[src/rtl/fifo_byte_serializer_pkg.sv]
// Shared types and helpers for the word-FIFO byte serializer.
// Byte lane ordering is resolved here so the top stays width-agnostic.
package fifo_pkg;

  localparam int DATA_W = 32;
  localparam int BYTES_PER_WORD = DATA_W / 8;

  typedef enum logic {
    IDLE = 1'b0,
    SEND = 1'b1
  } state_e;

  // Maps the transmit index to the byte lane inside the word.
  function automatic int unsigned byte_lane(
    input int unsigned idx,
    input int unsigned nbytes,
    input bit          msb_first
  );
    return msb_first ? (nbytes - 1 - idx) : idx;
  endfunction

endpackage

[src/rtl/fifo_byte_serializer_if.sv]
// FIFO read port plus byte-stream handshake for the serializer.
// master = serializer side, slave = FIFO/consumer side.
interface fifo_byte_serializer_if #(
  parameter int DATA_W = fifo_pkg::DATA_W
);

  logic              fifo_empty;
  logic              fifo_rd;
  logic [DATA_W-1:0] fifo_data;
  logic [7:0]        byte_out;
  logic              byte_valid;
  logic              byte_ready;
  logic              byte_last;

  modport master (
    input  fifo_empty,
    input  fifo_data,
    input  byte_ready,
    output fifo_rd,
    output byte_out,
    output byte_valid,
    output byte_last
  );

  modport slave (
    output fifo_empty,
    output fifo_data,
    output byte_ready,
    input  fifo_rd,
    input  byte_out,
    input  byte_valid,
    input  byte_last
  );

endinterface

[src/rtl/fifo_byte_serializer_prefetch_slot.sv]
// One-word prefetch slot: issues FIFO pops and parks the returned word.
// A word still in flight is offered directly so IDLE can skip the hold stage.
module fifo_prefetch_slot #(
  parameter int DATA_W = 32
) (
  input  logic              clk,
  input  logic              rst,
  input  logic              en_i,
  input  logic              fifo_empty_i,
  input  logic [DATA_W-1:0] fifo_data_i,
  input  logic              take_i,
  output logic              fifo_rd_o,
  output logic              avail_o,
  output logic [DATA_W-1:0] word_o,
  output logic              hold_valid_o,
  output logic              rd_inflight_o
);

  logic              rd_inflight_q;
  logic              hold_valid_q;
  logic              hold_valid_d;
  logic [DATA_W-1:0] hold_q;
  logic [DATA_W-1:0] hold_d;

  // Gating on rd_inflight keeps pops one cycle apart.
  assign fifo_rd_o = rst && en_i && !fifo_empty_i
                   && !hold_valid_q && !rd_inflight_q;

  assign avail_o = hold_valid_q || rd_inflight_q;
  assign word_o  = hold_valid_q ? hold_q : fifo_data_i;

  assign hold_valid_o  = hold_valid_q;
  assign rd_inflight_o = rd_inflight_q;

  always_comb begin
    hold_valid_d = hold_valid_q;
    hold_d       = hold_q;
    if (rd_inflight_q) begin
      hold_d       = fifo_data_i;
      hold_valid_d = 1'b1;
    end
    if (take_i) begin
      hold_valid_d = 1'b0;
    end
  end

  always_ff @(posedge clk) begin
    if (!rst) begin
      rd_inflight_q <= 1'b0;
      hold_valid_q  <= 1'b0;
      hold_q        <= '0;
    end else begin
      rd_inflight_q <= fifo_rd_o;
      hold_valid_q  <= hold_valid_d;
      hold_q        <= hold_d;
    end
  end

endmodule

[src/rtl/fifo_byte_serializer.sv]
// Drains 32-bit FIFO words as a valid/ready byte stream.
// Holds one prefetched word so sustained output runs at 1 byte/cycle.
module fifo_byte_serializer #(
  parameter int DATA_W    = fifo_pkg::DATA_W,
  parameter bit MSB_FIRST = 1'b1,
  parameter int CNT_W     = 16
) (
  input  logic                   clk,
  input  logic                   rst,
  input  logic                   en,
  fifo_byte_serializer_if.master bus,
  output logic                   busy,
  output logic [CNT_W-1:0]       words_done
);

  import fifo_pkg::*;

  localparam int BPW   = DATA_W / 8;
  localparam int IDX_W = (BPW > 1) ? $clog2(BPW) : 1;
  localparam logic [IDX_W-1:0] IDX_LAST = IDX_W'(BPW - 1);

  state_e            state_q;
  state_e            state_d;
  logic [IDX_W-1:0]  idx_q;
  logic [IDX_W-1:0]  idx_d;
  logic [DATA_W-1:0] active_q;
  logic [DATA_W-1:0] active_d;
  logic [CNT_W-1:0]  cnt_q;
  logic [CNT_W-1:0]  cnt_d;

  logic              take;
  logic              avail;
  logic              hold_valid;
  logic              rd_inflight;
  logic              hs;
  logic              is_last;
  logic [DATA_W-1:0] slot_word;
  logic [IDX_W-1:0]  lane;
  logic [7:0]        lanes [BPW];

  fifo_prefetch_slot #(
    .DATA_W (DATA_W)
  ) u_slot (
    .clk           (clk),
    .rst           (rst),
    .en_i          (en),
    .fifo_empty_i  (bus.fifo_empty),
    .fifo_data_i   (bus.fifo_data),
    .take_i        (take),
    .fifo_rd_o     (bus.fifo_rd),
    .avail_o       (avail),
    .word_o        (slot_word),
    .hold_valid_o  (hold_valid),
    .rd_inflight_o (rd_inflight)
  );

  assign hs      = (state_q == SEND) && bus.byte_ready;
  assign is_last = (idx_q == IDX_LAST);

  always_comb begin
    state_d  = state_q;
    idx_d    = idx_q;
    active_d = active_q;
    cnt_d    = cnt_q;
    take     = 1'b0;
    unique case (state_q)
      IDLE: begin
        if (avail) begin
          take     = 1'b1;
          active_d = slot_word;
          idx_d    = '0;
          state_d  = SEND;
        end
      end
      SEND: begin
        if (hs) begin
          if (!is_last) begin
            idx_d = idx_q + IDX_W'(1);
          end else begin
            cnt_d = cnt_q + CNT_W'(1);
            idx_d = '0;
            // Chain straight into the next word to avoid a bubble.
            if (avail) begin
              take     = 1'b1;
              active_d = slot_word;
            end else begin
              state_d = IDLE;
            end
          end
        end
      end
      default: state_d = IDLE;
    endcase
  end

  always_ff @(posedge clk) begin
    if (!rst) begin
      state_q  <= IDLE;
      idx_q    <= '0;
      active_q <= '0;
      cnt_q    <= '0;
    end else begin
      state_q  <= state_d;
      idx_q    <= idx_d;
      active_q <= active_d;
      cnt_q    <= cnt_d;
    end
  end

  for (genvar g = 0; g < BPW; g++) begin : g_lane
    assign lanes[g] = active_q[8*g +: 8];
  end

  always_comb begin
    lane = IDX_W'(byte_lane(32'(idx_q), 32'(BPW), MSB_FIRST));
    bus.byte_out = 8'h00;
    if (state_q == SEND) begin
      bus.byte_out = lanes[lane];
    end
  end

  assign bus.byte_valid = (state_q == SEND);
  assign bus.byte_last  = (state_q == SEND) && is_last;

  assign busy       = (state_q == SEND) || hold_valid || rd_inflight;
  assign words_done = cnt_q;

endmodule

[src/flat_wrapper.sv]
// flat-port wrapper written by rule: the top's interface ports become plain ports
module fifo_byte_serializer_flat import fifo_pkg::*;
#(
  parameter int DATA_W    = fifo_pkg::DATA_W,
  parameter bit MSB_FIRST = 1'b1,
  parameter int CNT_W     = 16
)
  (clk, rst, en, busy, words_done, bus_fifo_empty, bus_fifo_data, bus_byte_ready, bus_fifo_rd, bus_byte_out, bus_byte_valid, bus_byte_last);
  fifo_byte_serializer_if #(.DATA_W(DATA_W)) bus_i ();
  input  logic clk;
  input  logic rst;
  input  logic en;
  output logic busy;
  output logic [CNT_W-1:0] words_done;
  input wire logic [$bits(bus_i.fifo_empty)-1:0] bus_fifo_empty;
  input wire logic [$bits(bus_i.fifo_data)-1:0] bus_fifo_data;
  input wire logic [$bits(bus_i.byte_ready)-1:0] bus_byte_ready;
  output wire logic [$bits(bus_i.fifo_rd)-1:0] bus_fifo_rd;
  output wire logic [$bits(bus_i.byte_out)-1:0] bus_byte_out;
  output wire logic [$bits(bus_i.byte_valid)-1:0] bus_byte_valid;
  output wire logic [$bits(bus_i.byte_last)-1:0] bus_byte_last;
  assign bus_i.fifo_empty = bus_fifo_empty;
  assign bus_i.fifo_data = bus_fifo_data;
  assign bus_i.byte_ready = bus_byte_ready;
  assign bus_fifo_rd = bus_i.fifo_rd;
  assign bus_byte_out = bus_i.byte_out;
  assign bus_byte_valid = bus_i.byte_valid;
  assign bus_byte_last = bus_i.byte_last;
  fifo_byte_serializer #(.DATA_W(DATA_W), .MSB_FIRST(MSB_FIRST), .CNT_W(CNT_W)) u_core (.clk(clk), .rst(rst), .en(en), .bus(bus_i), .busy(busy), .words_done(words_done));
endmodule
[config.mk]
export PLATFORM = sky130hd
export DESIGN_NAME = fifo_byte_serializer_flat
export DESIGN_NICKNAME = d
export VERILOG_FILES = /design/src/rtl/fifo_byte_serializer_pkg.sv /design/src/rtl/fifo_byte_serializer_if.sv /design/src/rtl/fifo_byte_serializer_prefetch_slot.sv /design/src/rtl/fifo_byte_serializer.sv /design/src/flat_wrapper.sv
export SDC_FILE = /design/constraint.sdc
export NUM_CORES = 1
export LEC_CHECK = 0
export BUFFER_PORTS_ARGS = -buffer_cell sky130_fd_sc_hd__buf_4
export CAP_MARGIN = 20
export CORE_MARGIN = 2
export CORE_UTILIZATION = 25
export DETAILED_ROUTE_END_ITERATION = 10
export PLACE_DENSITY = 0.4
export SYNTH_ARGS = -nofsm -noshare
export SYNTH_HDL_FRONTEND = slang
export SYNTH_SLANG_ARGS = --single-unit
[constraint.sdc]
create_clock -name clk -period 1.95 [get_ports clk]
set_input_delay 0.195 -clock clk [delete_from_list [all_inputs] [get_ports clk]]
set_output_delay 0.195 -clock clk [all_outputs]
set_load 0.02 [all_outputs]
==> out/metrics.cfg <==
[pwr]
p_leak_nw = 2.180
p_per_area_nw_per_um2 = 813.0
switching_share = 0.2358
p_comb_frac = 0.080
intPower_mw = 3.116
total_switching_power_mw = 0.9617
ir_worst_vdd_mv = 0.3999
seqPwrFrac = 0.452
pwr-share-clk = 0.468

[floorplan]
die-area_um2 = 16590
die_x_um = 128.8
rows = 45
initial_utilization = 0.2562
die_h_um = 128.8
io_pins = 65
coreArea_um2 = 15200

[yosys]
synth_edf_count = 0
synth_fa_ha_area_frac = 0.009637
synth_top_family_by_area = multiplexers
ys_top_cells_by_area = dfxtp_1, mux2i_1, o211a_1
synth_warnings = 0
seq_area_frac_synth = 0.4369
muxShareOfSynthArea = 0.2133
synth_top_area_frac = 0.4369
async_flop_share = 0
ys_ff_latch = 85
synth_simple_gate_area_frac = 0.1764
synth_area_um2 = 3895
synth_commonest_cells = dfxtp_1, mux2i_1, nand2_1
synth_nets = 415
synthCells = 375
synthDistinctLibCells = 36
synth_compound_area_frac = 0.1156
yosysMostFrequentCell = dfxtp_1
yosys.area.top_type = dfxtp_1
synth_ff_type = dfxtp_1
syn_avg_cell_area_um2 = 10.39
synth_xor_xnor_area_share = 0.01799

[detailed_routing]
first_pass_iters = 4
post_drt_wl_per_cell_um = 15.02
avgViaCountPerCell = 4.536
drt_iter0_drc = 166
ant_nets = 0
wl_um = 9479
vias = 2862
drc_errors = 0

[sta]
relSlewSlack = 0.7383
setup-tns-final_ns = 0
fmax_ghz = 0.5340
finalClockSkew_ns = 0.009314
tightest_slew_ns = 0.3870
hold_violations = 0
rsz0062_at_grt = no
post-route-period-util = 0.9603
setup_viol = 0
drv_slew = 0
layout_min_cycle_time_ns = 1.873

[global_routing]
grt-ovfl-total = 0
grt_antenna_before_repair = 0
first_global_vias = 2767
grt_use_total = 0.1214
grt_pass1_wl_um = 15280
grt_max_degree = 65

[layout]
n_fill_cell = 1579
drive_above_1_share = 0.2551
stdcell_count = 631
nNetsFinal = 478
antenna_cells = 0
area_growth_pct = 28.78

[cts]
clk_latency_ns = 0.34
cts_buffer_depth = 2
cts-root-buf = clkbuf_16
cts_sinks = 85
clk_pin_slew_ns = 0.07
cts_hold_buf = 0
cts_max_level = 3
cts_tree = built
cts_inserted_buffers = 9

[worst_setup_path]
worst_path_max_delay_cell = mux4_2
worst-setup-path-type = register to output pin
cp_data_required_time_ns = 1.75
slowest_delay_ns = 0.50
cp_max_fo = 8
crit_chain = buf_12, mux4_2, and2_1, buf_4
cp-end-kind = output pin
critPathLaunchType = register
critPathArrivalTime_ns = 1.68

[placed_design]
portBuffers = 64
gp_congestion = 0.7254
post-dp-hpwl_um = 6589
dp.cells = 613

[job]
cap_violations = 0

[worst_hold_path]
hold_path.class = primary input to register

[outcome]
status = complete, no violations

per-layer routing:
layer / GRT usage / wire (µm)
met1: 0.1700 / 4910
met2: 0.1780 / 4146
met3: 0.02661 / 251
met4: 0.05563 / 171
met5: 0 / 0
timing repair:
item	4_1_cts	5_1_grt
resized for setup	6	2
setup buffers	0	2
endpoints found under the setup margin	8	6
worst max-delay path: cells and delay by family, from the launching register on:
family	cells	cell delay (ns)
buffers and inverters	2	0.28
muxes	1	0.50
DFF	1	0.37
and+or+nand+nor	1	0.18
power by group through the flow:
stage | Sequential (mW) | Combinational [mW] | Clock [mW]
2_1_floorplan | 1.86 | 0.197 | 0
3_3_place_gp | 1.88 | 0.329 | 0
3_5_place_dp | 1.88 | 0.330 | 0
4_1_cts | 1.84 | 0.333 | 1.98
5_1_grt | 1.85 | 0.366 | 2.06
6_report | 1.84 | 0.328 | 1.91
logic make-up (layout without fill, tap and decap cells):
kind of cell / Yosys count / in the layout
adders and majority gates: 3 / 3
xor gates and xnor gates: 8 / 8
AOI/OAI and AO/OA: 51 / 51
muxes: 73 / 73
buffers and inverters: 30 / 98
and+or+nand+nor: 125 / 125
DFF: 85 / 85
cell usage in the layout (no fill, tap or decap), types with 3 or more instances in the layout:
master | synthesis | routed
xnor2_1 | 6 | 6
inv_6 | 0 | 4
nor3_1 | 3 | 3
mux2i_1 | 65 | 65
and2_1 | 17 | 17
nand4_1 | 3 | 3
nand3_1 | 5 | 5
mux4_2 | 8 | 8
nand2_1 | 44 | 44
dfxtp_1 | 85 | 81
o21ai_0 | 5 | 5
o211a_1 | 32 | 32
nor2b_1 | 34 | 34
or3_1 | 6 | 6
a21boi_0 | 5 | 4
ha_1 | 3 | 3
dfxtp_2 | 0 | 3
clkbuf_16 | 0 | 9
buf_12 | 0 | 3
buf_4 | 0 | 77
stage by stage:
stage / cell area [µm²] / hold WS, ns / total power, mW / worst slack [ns] / utilization
floorplan: 3895 / 0.2735 / 2.061 / 0.06876 / -
global route: 5016 / 0.007308 / 4.271 / 0.0002715 / 0.3300
CTS: 4992 / 0.001199 / 4.151 / 0.005604 / 0.3284
finish: 5016 / 0.01506 / 4.078 / 0.07749 / 0.3300
detailed placement: 4648 / 0.3709 / 2.212 / 0.1666 / 0.3058
global placement: 4648 / 0.3733 / 2.208 / 0.1792 / 0.3058
state kept, by name, indices dropped and copies added (netlist names):
register                     count
u_core.active_q                 32
u_core.u_slot.hold_q            32
u_core.bus.byte_valid            1
u_core.idx_q                     2
u_core.words_done               16
u_core.u_slot.rd_inflight_o      1
u_core.u_slot.hold_valid_o       1
worst paths after layout:
check	from	end	slack (ns)	cells after the start
min reg2reg	u_core.words_done[15]$_SDFFE_PN0P_	u_core.words_done[15]$_SDFFE_PN0P_	0.48	2
max	u_core.idx_q[0]$_SDFFE_PN0P_	bus_byte_out[4]	0.08	4
max reg2reg	u_core.idx_q[0]$_SDFFE_PN0P_	u_core.words_done[15]$_SDFFE_PN0P_	0.15	5
min	bus_fifo_empty	u_core.u_slot.rd_inflight_o$_SDFF_PN0_	0.02	2
layout make-up:
cell class	instances	area, µm²	share of cell area
timing repair buffer	81	653.1	0.1302
multi-input combinational	260	2087	0.4161
clock inverter	7	102.6	0.02045
sequential	85	1709	0.3407
clock buffer	9	225.2	0.04490
inverter	1	3.754	0.0007483
tap	188	235.2	0.04689
Power figures use the tool's default switching activity.
